**src/rtl/booth_mult_seq.sv**
```systemverilog
// Iterative radix-4 Booth multiplier, signed/unsigned per operation,
// valid/ready on both sides, two multiplier bits retired per cycle.
module booth_mult_seq #(
  parameter int unsigned WIDTH = 8
) (
  input  logic               clk,
  input  logic               rst_n,
  input  logic               in_valid,
  output logic               in_ready,
  input  logic [WIDTH-1:0]   a_num,
  input  logic [WIDTH-1:0]   b_num,
  input  logic               is_signed,
  output logic               out_valid,
  input  logic               out_ready,
  output logic [2*WIDTH-1:0] c_num,
  output logic               busy
);

  localparam int unsigned N_ITER = WIDTH / 2 + 1;
  localparam int unsigned EXT_W  = WIDTH + 2;
  localparam int unsigned MREG_W = EXT_W + 1;
  localparam int unsigned ACC_W  = 2 * WIDTH + 4;
  localparam int unsigned PROD_W = 2 * WIDTH;
  localparam int unsigned CNT_W  = $clog2(N_ITER);

  generate
    if ((WIDTH % 2) != 0 || WIDTH < 4) begin : g_bad_width
      $error("booth_mult_seq: WIDTH must be even and >= 4");
    end
  endgenerate

  typedef enum logic [1:0] {IDLE, CALC, DONE} state_t;

  state_t             state, state_d;
  logic [CNT_W-1:0]   cnt;
  logic [EXT_W-1:0]   a_ext;
  logic [MREG_W-1:0]  mreg;
  logic [ACC_W-1:0]   acc;
  logic [ACC_W-1:0]   a_sx;
  logic [ACC_W-1:0]   pp;
  logic [ACC_W-1:0]   acc_sum;
  logic               accept;
  logic               last_iter;

  assign accept    = (state == IDLE) && in_valid && in_ready;
  assign last_iter = (cnt == CNT_W'(N_ITER - 1));

  // Next-state logic.
  always_comb begin
    state_d = state;
    case (state)
      IDLE:    if (in_valid && in_ready) state_d = CALC;
      CALC:    if (last_iter) state_d = DONE;
      DONE:    if (out_valid && out_ready) state_d = IDLE;
      default: state_d = IDLE;
    endcase
  end

  // Booth digit selection; the extended multiplicand is treated as signed.
  always_comb begin
    a_sx = {{(ACC_W - EXT_W){a_ext[EXT_W-1]}}, a_ext};
    pp   = '0;
    case (mreg[2:0])
      3'b001, 3'b010: pp = a_sx;
      3'b011:         pp = a_sx << 1;
      3'b100:         pp = -(a_sx << 1);
      3'b101, 3'b110: pp = -a_sx;
      default:        pp = '0;
    endcase
    acc_sum = acc + (pp << {cnt, 1'b0});
  end

  // State and registered outputs.
  always_ff @(posedge clk or negedge rst_n) begin
    if (!rst_n) begin
      state     <= IDLE;
      in_ready  <= 1'b0;
      out_valid <= 1'b0;
      busy      <= 1'b0;
      c_num     <= '0;
    end else begin
      state     <= state_d;
      in_ready  <= (state_d == IDLE);
      out_valid <= (state_d == DONE);
      busy      <= (state_d != IDLE);
      if (state == CALC && state_d == DONE) c_num <= acc_sum[PROD_W-1:0];
    end
  end

  // Datapath: operand capture on accept, one Booth iteration per CALC cycle.
  always_ff @(posedge clk or negedge rst_n) begin
    if (!rst_n) begin
      a_ext <= '0;
      mreg  <= '0;
      acc   <= '0;
      cnt   <= '0;
    end else if (accept) begin
      a_ext <= is_signed ? {{2{a_num[WIDTH-1]}}, a_num} : {2'b00, a_num};
      mreg  <= is_signed ? {{2{b_num[WIDTH-1]}}, b_num, 1'b0} : {2'b00, b_num, 1'b0};
      acc   <= '0;
      cnt   <= '0;
    end else if (state == CALC) begin
      acc  <= acc_sum;
      mreg <= mreg >> 2;
      cnt  <= cnt + CNT_W'(1);
    end
  end

endmodule
```
**config.mk**
```make
export PLATFORM = sky130hd
export DESIGN_NAME = booth_mult_seq
export DESIGN_NICKNAME = d
export VERILOG_FILES = /design/src/rtl/booth_mult_seq.sv
export SDC_FILE = /design/constraint.sdc
export NUM_CORES = 1
export LEC_CHECK = 0
export BUFFER_PORTS_ARGS = -buffer_cell sky130_fd_sc_hd__buf_4
export CAP_MARGIN = 20
export CORE_MARGIN = 2
export CORE_UTILIZATION = 39
export DETAILED_ROUTE_END_ITERATION = 16
export PLACE_DENSITY = 0.6
export SYNTH_ARGS = -nofsm -noshare
export SYNTH_HDL_FRONTEND = slang
export SYNTH_SLANG_ARGS = --single-unit
export TNS_END_PERCENT = 1
```
**constraint.sdc**
```tcl
create_clock -name clk -period 5.1 [get_ports clk]
set_input_delay 1.02 -clock clk [delete_from_list [all_inputs] [get_ports clk]]
set_output_delay 1.02 -clock clk [all_outputs]
set_load 0.005 [all_outputs]
```
Word level (Yosys, flattened, before mapping)

Index checks and enable logic that the tools add are counted.

Input port bits: 21
Word-level logic and storage cells: 48
Output and inout port bits: 19
Flip-flop bits (word level): 65

Add/sub/neg operators: 4
Shift-type cells: 1
Reductions and logical operators: 11
Equality and inequality tests: 10
Multiplexer cells: 13

Operators by type and width:

| cell                | number |
|---|---|
| $pmux 20 s4         | 1 |
| $mux 20             | 2 |
| $neg 20->20         | 2 |
| $mux 11             | 3 |
| $add 20x20->20      | 1 |
| $shl 20x4->20       | 1 |
| $eq 3x3->1 const B  | 4 |
| $mux 10             | 1 |
| $eq 3x2->1 const B  | 2 |
| $mux 2              | 3 |
| $mux 3              | 2 |
| $pmux 2 s3          | 1 |
| $logic_and 1x1->1   | 5 |
| $eq 2x2->1 const B  | 2 |
| $logic_not 2->1     | 2 |
| $reduce_bool 2->1   | 2 |
| $reduce_or 2->1     | 2 |
| $add 3x1->3 const B | 1 |
| $eq 3x1->1 const B  | 1 |
| $eq 2x1->1 const B  | 1 |

Depth between registers and ports, before layout

Word-level depth: 7
Depth in mapped cells: 18
Mapped depth without buffers: 17

Worst setup path before layout

Ideal clock, no wire load.

Path type: register to register
From: register a_ext[0]
To: register acc[15]
Arrival: 3999 ps
Library setup time: 69 ps
Setup slack: 1031 ps
Cell stages (with the launch flop): 19
Required time: 5031 ps
Path buffers: 1
Period minus slack after synthesis: 4069 ps
Path through: dfrtp_1 > inv_1 > ha_1 > nor3b_1 > buf_2 > nand2_1 > a32o_1 > a211oi_1 > o21ai_0 > a21oi_1 > o22ai_1 > ha_1 > nand2_1 > o21ai_1 > nor3_1 > a2111oi_0 > o311ai_0 > or4_1 > nand3_1

Word-level cells in the longest chain between the ends: 6
Elaborated cells on any way between the ends: 7
Those cells by class: add/sub: 3; shift: 1; mux: 3

RTL lines:

| what                           | RTL line | text |
|---|---|---|
| from (decl)                    | 36       | `logic [EXT_W-1:0] a_ext;` |
| from (signal assigned)         | 98       | `a_ext <= is_signed ? {{2{a_num[WIDTH-1]}}, a_num} : {2'b00, a_num};` |
| $neg 20->20 (on tied branches) | 67, 66   |  |
| $pmux 20 s4 *                  | 63       | `case (mreg[2:0])` |
| $shl 20x4->20 *                | 70       | `acc_sum = acc + (pp << {cnt, 1'b0});` |
| $add 20x20->20 *               | 70       |  |
| $mux 20 *                      | 102      | `end else if (state == CALC) begin` |
| $mux 20 *                      | 97       | `end else if (accept) begin` |
| to (signal assigned)           | 103      | `acc <= acc_sum;` |
| to (decl)                      | 38       | `logic [ACC_W-1:0] acc;` |

Every way passes the cells marked *; elsewhere a longest branch is shown, timed or not. The select of a mux whose other input is x is not followed.
A chain may end at the register's enable or synchronous reset.

Final worst setup path

From: register a_ext[0]
To: register c_num[15]

Word-level cells in the longest chain between the ends: 4
Elaborated cells on any way between the ends: 5
Those cells by class: add/sub: 3; shift: 1; mux: 1

RTL lines:

| what                           | RTL line | text |
|---|---|---|
| $neg 20->20 (on tied branches) | 67, 66   |  |
| $pmux 20 s4 *                  | 63       |  |
| $shl 20x4->20 *                | 70       |  |
| $add 20x20->20 *               | 70       |  |
| to (signal assigned)           | 86       | `if (state == CALC && state_d == DONE) c_num <= acc_sum[PROD_W-1:0];` |
| to (decl)                      | 15       | `output logic [2*WIDTH-1:0] c_num,` |

Every way passes the cells marked *; elsewhere a longest branch is shown, timed or not.

==> metrics.md <==
| Metric | Value |
|---|---|
| Reg2Reg Depth | `17` |
| Library cells used by synthesis | `69` |
| Register bit total from synthesis | `between 50 and 60` |
| Synthesized instance count | `477` |
| Placement row count | `37` |
| Adder and majority cell fraction of the synthesized area | `6.07%` |
| Detail-routed via count per cell | `5.55` |
| Number of failing setup endpoints in the final timing report | `0` |
| Fraction of met1 tracks used by global routing | `26.5%` |
| Critical Path AT | `4.76 ns` |
| Top post-synthesis cells by count | `sky130_fd_sc_hd__nand2_1 (81), sky130_fd_sc_hd__dfrtp_1 (59), sky130_fd_sc_hd__o21ai_0 (41)` |
| Clock Skews | `about 0.013 ns` |
| Sequential cell area fraction in the yosys report | `36.6%` |
| Fill count | `1018` |
| Cell type group with the largest total delay on the critical path | `compound AO/OA/AOI/OAI gates` |
| H-tree level count | `3` |
| Required time at the worst-slack endpoint | `approximately 5.3 ns` |
| Post-CTS sizing | `0` |
| Area fraction in and, or, nand and nor cells after synthesis | `20.3%` |
| Run status | `finished clean` |
| CP max stage delay | `roughly 0.66 ns` |
| Peak-usage layer in the global routing report | `met2` |
| Mean instance size in the synthesized netlist | `8.46 µm²` |
| Worst reg2reg path endpoint | `c_num[15]` |
| Pin count of the biggest net entering global routing | `60` |
| Compound-cell area share of the yosys netlist | `around a quarter` |
| Util after Layout | `45.7%` |
| Setup repair after global routing missed its margin | `no` |
| Kind of end point of the critical path | `flop` |
| Antenna violations before repair | `0` |
| Number of nets produced by synthesis | `slightly above 500` |
| Area occupied by multi-input gates | `2390 µm²` |
| Async S/R FF share, synth | `100%` |
| Number of global-route vias before repair | `about 3500` |
| TritonCTS clock tree | `built` |
| DP HPWL | `7310 µm` |
| Max-cap violations | `0` |
| Cell taking the most area after synthesis | `sky130_fd_sc_hd__dfrtp_1` |
| Total number of vias | `3568` |
| Minimum clock period | `4.57 ns` |
| Number of diodes added for antenna fixing | `0` |
| XOR/XNOR share of the synthesized area | `under 10%` |
| First-pass GRT wire length | `17600 µm` |
| Area share of the largest cell type after synthesis | `roughly 37%` |
| Most repeated cell in the gate-level netlist after synthesis | `sky130_fd_sc_hd__nand2_1` |
| Share of final-layout standard cells stronger than drive strength 1 | `about 16%` |
| Clock transition at path regs | `0.07 ns` |
| Worst-path cell chain | `inv_1 > ha_1 > nor3b_1 > buf_4 > a21oi_1 > a21oi_1 > o221ai_1 > nand2b_1 > nand2_1 > o31ai_1 > ha_1 > a21o_1 > a211oi_1 > a22oi_1 > o311ai_0 > xnor2_1 > o21ai_1` |
| Post-detailed-route wirelength per cell | `15.8 µm` |
| Post-place instance area | `4410 µm²` |
| Hold Crit Depth | `2` |
| GR Layer Usage met2 | `31.1%` |
| Synthesis-to-finish area growth | `15.3%` |
| Number of buffers between clock root and the deepest sink | `2` |
| DR iter-0 viols | `260` |
| Standard cell core area | `10200 µm²` |
| Slowest-stage cell, CP | `sky130_fd_sc_hd__o311ai_0` |
| Die X-Extent | `106 µm` |
| Combinational family with the most area after synthesis | `compound AO/OA/AOI/OAI gates` |
| Worst-path maximum fanout | `13` |
| Max-slew headroom | `around a third` |
| Worst slew pin tran | `0.979 ns` |
| Number of nets with antenna violations after routing | `0` |
| Classification of the worst setup path | `reg -> reg` |
| Post-route fraction of the period consumed by the critical path | `89.6%` |
| Capture endpoint of the worst hold path | `c_num[2]` |
| Slack of the worst reg-to-reg path | `0.53 ns` |
| Die area | `11200 µm²` |
| Inserted Clock Buffers | `9` |
| Initial cell density of the core | `39.6%` |
| Post-route standard cell area excluding fillers | `about 4700 µm²` |
| Most area-consuming cells after synthesis | `sky130_fd_sc_hd__dfrtp_1 (37%), sky130_fd_sc_hd__nand2_1 (7.5%), sky130_fd_sc_hd__ha_1 (5.6%)` |
| GRT met3 Usage | `3.34%` |
| Number of iterations in the first detailed-routing pass | `4` |
| Source-to-sink clock delay at the later pin of the worst-skew pair | `0.35 ns` |
| Count of nets after finishing | `roughly 540` |
| Final hold vios | `0` |
| Primary FF master, synth | `sky130_fd_sc_hd__dfrtp_1` |
| Number of enable-type register cells in the synthesized netlist | `0` |
| Startpoint class of the critical path | `flop` |
| Buffer count from post-CTS setup fixing | `0` |
| Detailed-route DRC error count | `0` |
| Ys Warns | `0` |
| Maximum clock frequency | `around 220 MHz` |
| Netlist Area Pre-Place | `4040 µm²` |
| Sum of overflow across all layers after global routing | `0` |
| Number of ports placed on the die boundary | `40` |
| Crit Reg-Reg Startpoint | `a_ext[0]` |
| Type of the worst min-delay path | `reg -> reg` |
| CP bufs+invs | `2` |
| Fin. max-slew vios | `0` |
| IO Port Bufs | `39` |
| Clock root buffer | `sky130_fd_sc_hd__clkbuf_8` |
| Overall routed net length | `roughly 10000 µm` |
| Clock tree sinks | `59` |
| Worst setup path startpoint | `a_ext[0]` |
| Global placement routability congestion | `0.951` |
| Mux share of post-synthesis cell area | `4.71%` |
| Hold buffers post-CTS | `0` |
| Hold path start | `c_num[2]` |
| Fin Setup TNS | `0 ns` |
| GRT Overall Usage | `between 15 and 20%` |
| Vert. Die Dim | `106 µm` |
| Register cell area after layout | `1480 µm²` |
cell usage in the layout, fill, tap and decap left out, types with 4 or more instances in the layout:
cell and n:
sky130_fd_sc_hd__ha_1 18, sky130_fd_sc_hd__a31oi_1 4, sky130_fd_sc_hd__dfrtp_1 59, sky130_fd_sc_hd__a21o_1 4, sky130_fd_sc_hd__nor2_1 27, sky130_fd_sc_hd__a211oi_1 8
sky130_fd_sc_hd__xnor2_1 12, sky130_fd_sc_hd__and3_1 4, sky130_fd_sc_hd__nor3_1 9, sky130_fd_sc_hd__buf_4 43, sky130_fd_sc_hd__o21a_1 4, sky130_fd_sc_hd__o21ai_0 41
sky130_fd_sc_hd__xor2_1 5, sky130_fd_sc_hd__mux2_2 8, sky130_fd_sc_hd__nand2b_1 6, sky130_fd_sc_hd__o22ai_1 9, sky130_fd_sc_hd__o31ai_1 6, sky130_fd_sc_hd__and2_1 4
sky130_fd_sc_hd__clkbuf_8 10, sky130_fd_sc_hd__a21oi_1 28, sky130_fd_sc_hd__mux2i_1 10, sky130_fd_sc_hd__nor2b_1 8, sky130_fd_sc_hd__nand3_1 13, sky130_fd_sc_hd__inv_1 13
sky130_fd_sc_hd__nand2_1 81
logic make-up after synthesis:
| kind of cell | after synthesis |
|---|---|
| AOI/OAI and AO/OA | 148 |
| and+or+nand+nor | 173 |
| adders and majority gates | 19 |
| DFF | 59 |
| xor gates and xnor gates | 17 |
| buffers and inverters | 43 |
| muxes | 18 |
worst min-delay path: cells and delay by family, from the launching register on:
family | cells | cell delay, ns
compound gates | 1 | 0.06
flops | 1 | 0.34
simple gates | 1 | 0.05
final cells by class:
cell class / count / area share [%]
Inverter: 14 / 1.13
Clock buffer: 11 / 3.04
Tap cell: 136 / 3.66
Multi-Input combinational cell: 375 / 51.4
Sequential cell: 59 / 31.7
Timing Repair Buffer: 43 / 6.94
Clock inverter: 5 / 2.15
state kept, by name (all words and copies together) (netlist names):
register   flops
cnt            3
in_ready       1
a_ext          9
c_num         16
out_valid      1
state          2
busy           1
acc           16
mreg          10
metal layers:
layer  up-vias  part of all wire (%)
met4         0                   2.0
li1       1779                     -
met1      1686                    48
met5         -                     0
met3        17                   3.8
met2        86                    47
stage by stage:
step	setup slack [ns]	hold WS, ns	cells
2_1_floorplan	1.03	0.452	477
3_3_place_gp	0.669	0.465	627
3_5_place_dp	0.598	0.468	627
4_1_cts	0.583	0.487	643
5_1_grt	0.0893	0.508	643
6_report	0.532	0.482	643
how the worst max path moves through the flow:
stage,slack (ns),to,cells after the start
after floorplan,1.03,acc[15],18
after global placement,0.67,c_num[15],17
after detailed placement,0.60,c_num[15],17
after CTS,0.58,c_num[15],17
after global routing,0.09,acc[15],15
final,0.53,c_num[15],17
Power is left out: the tool's default activity adds up to more than one toggle a clock period on the data nets, which glitch-free logic cannot reach.
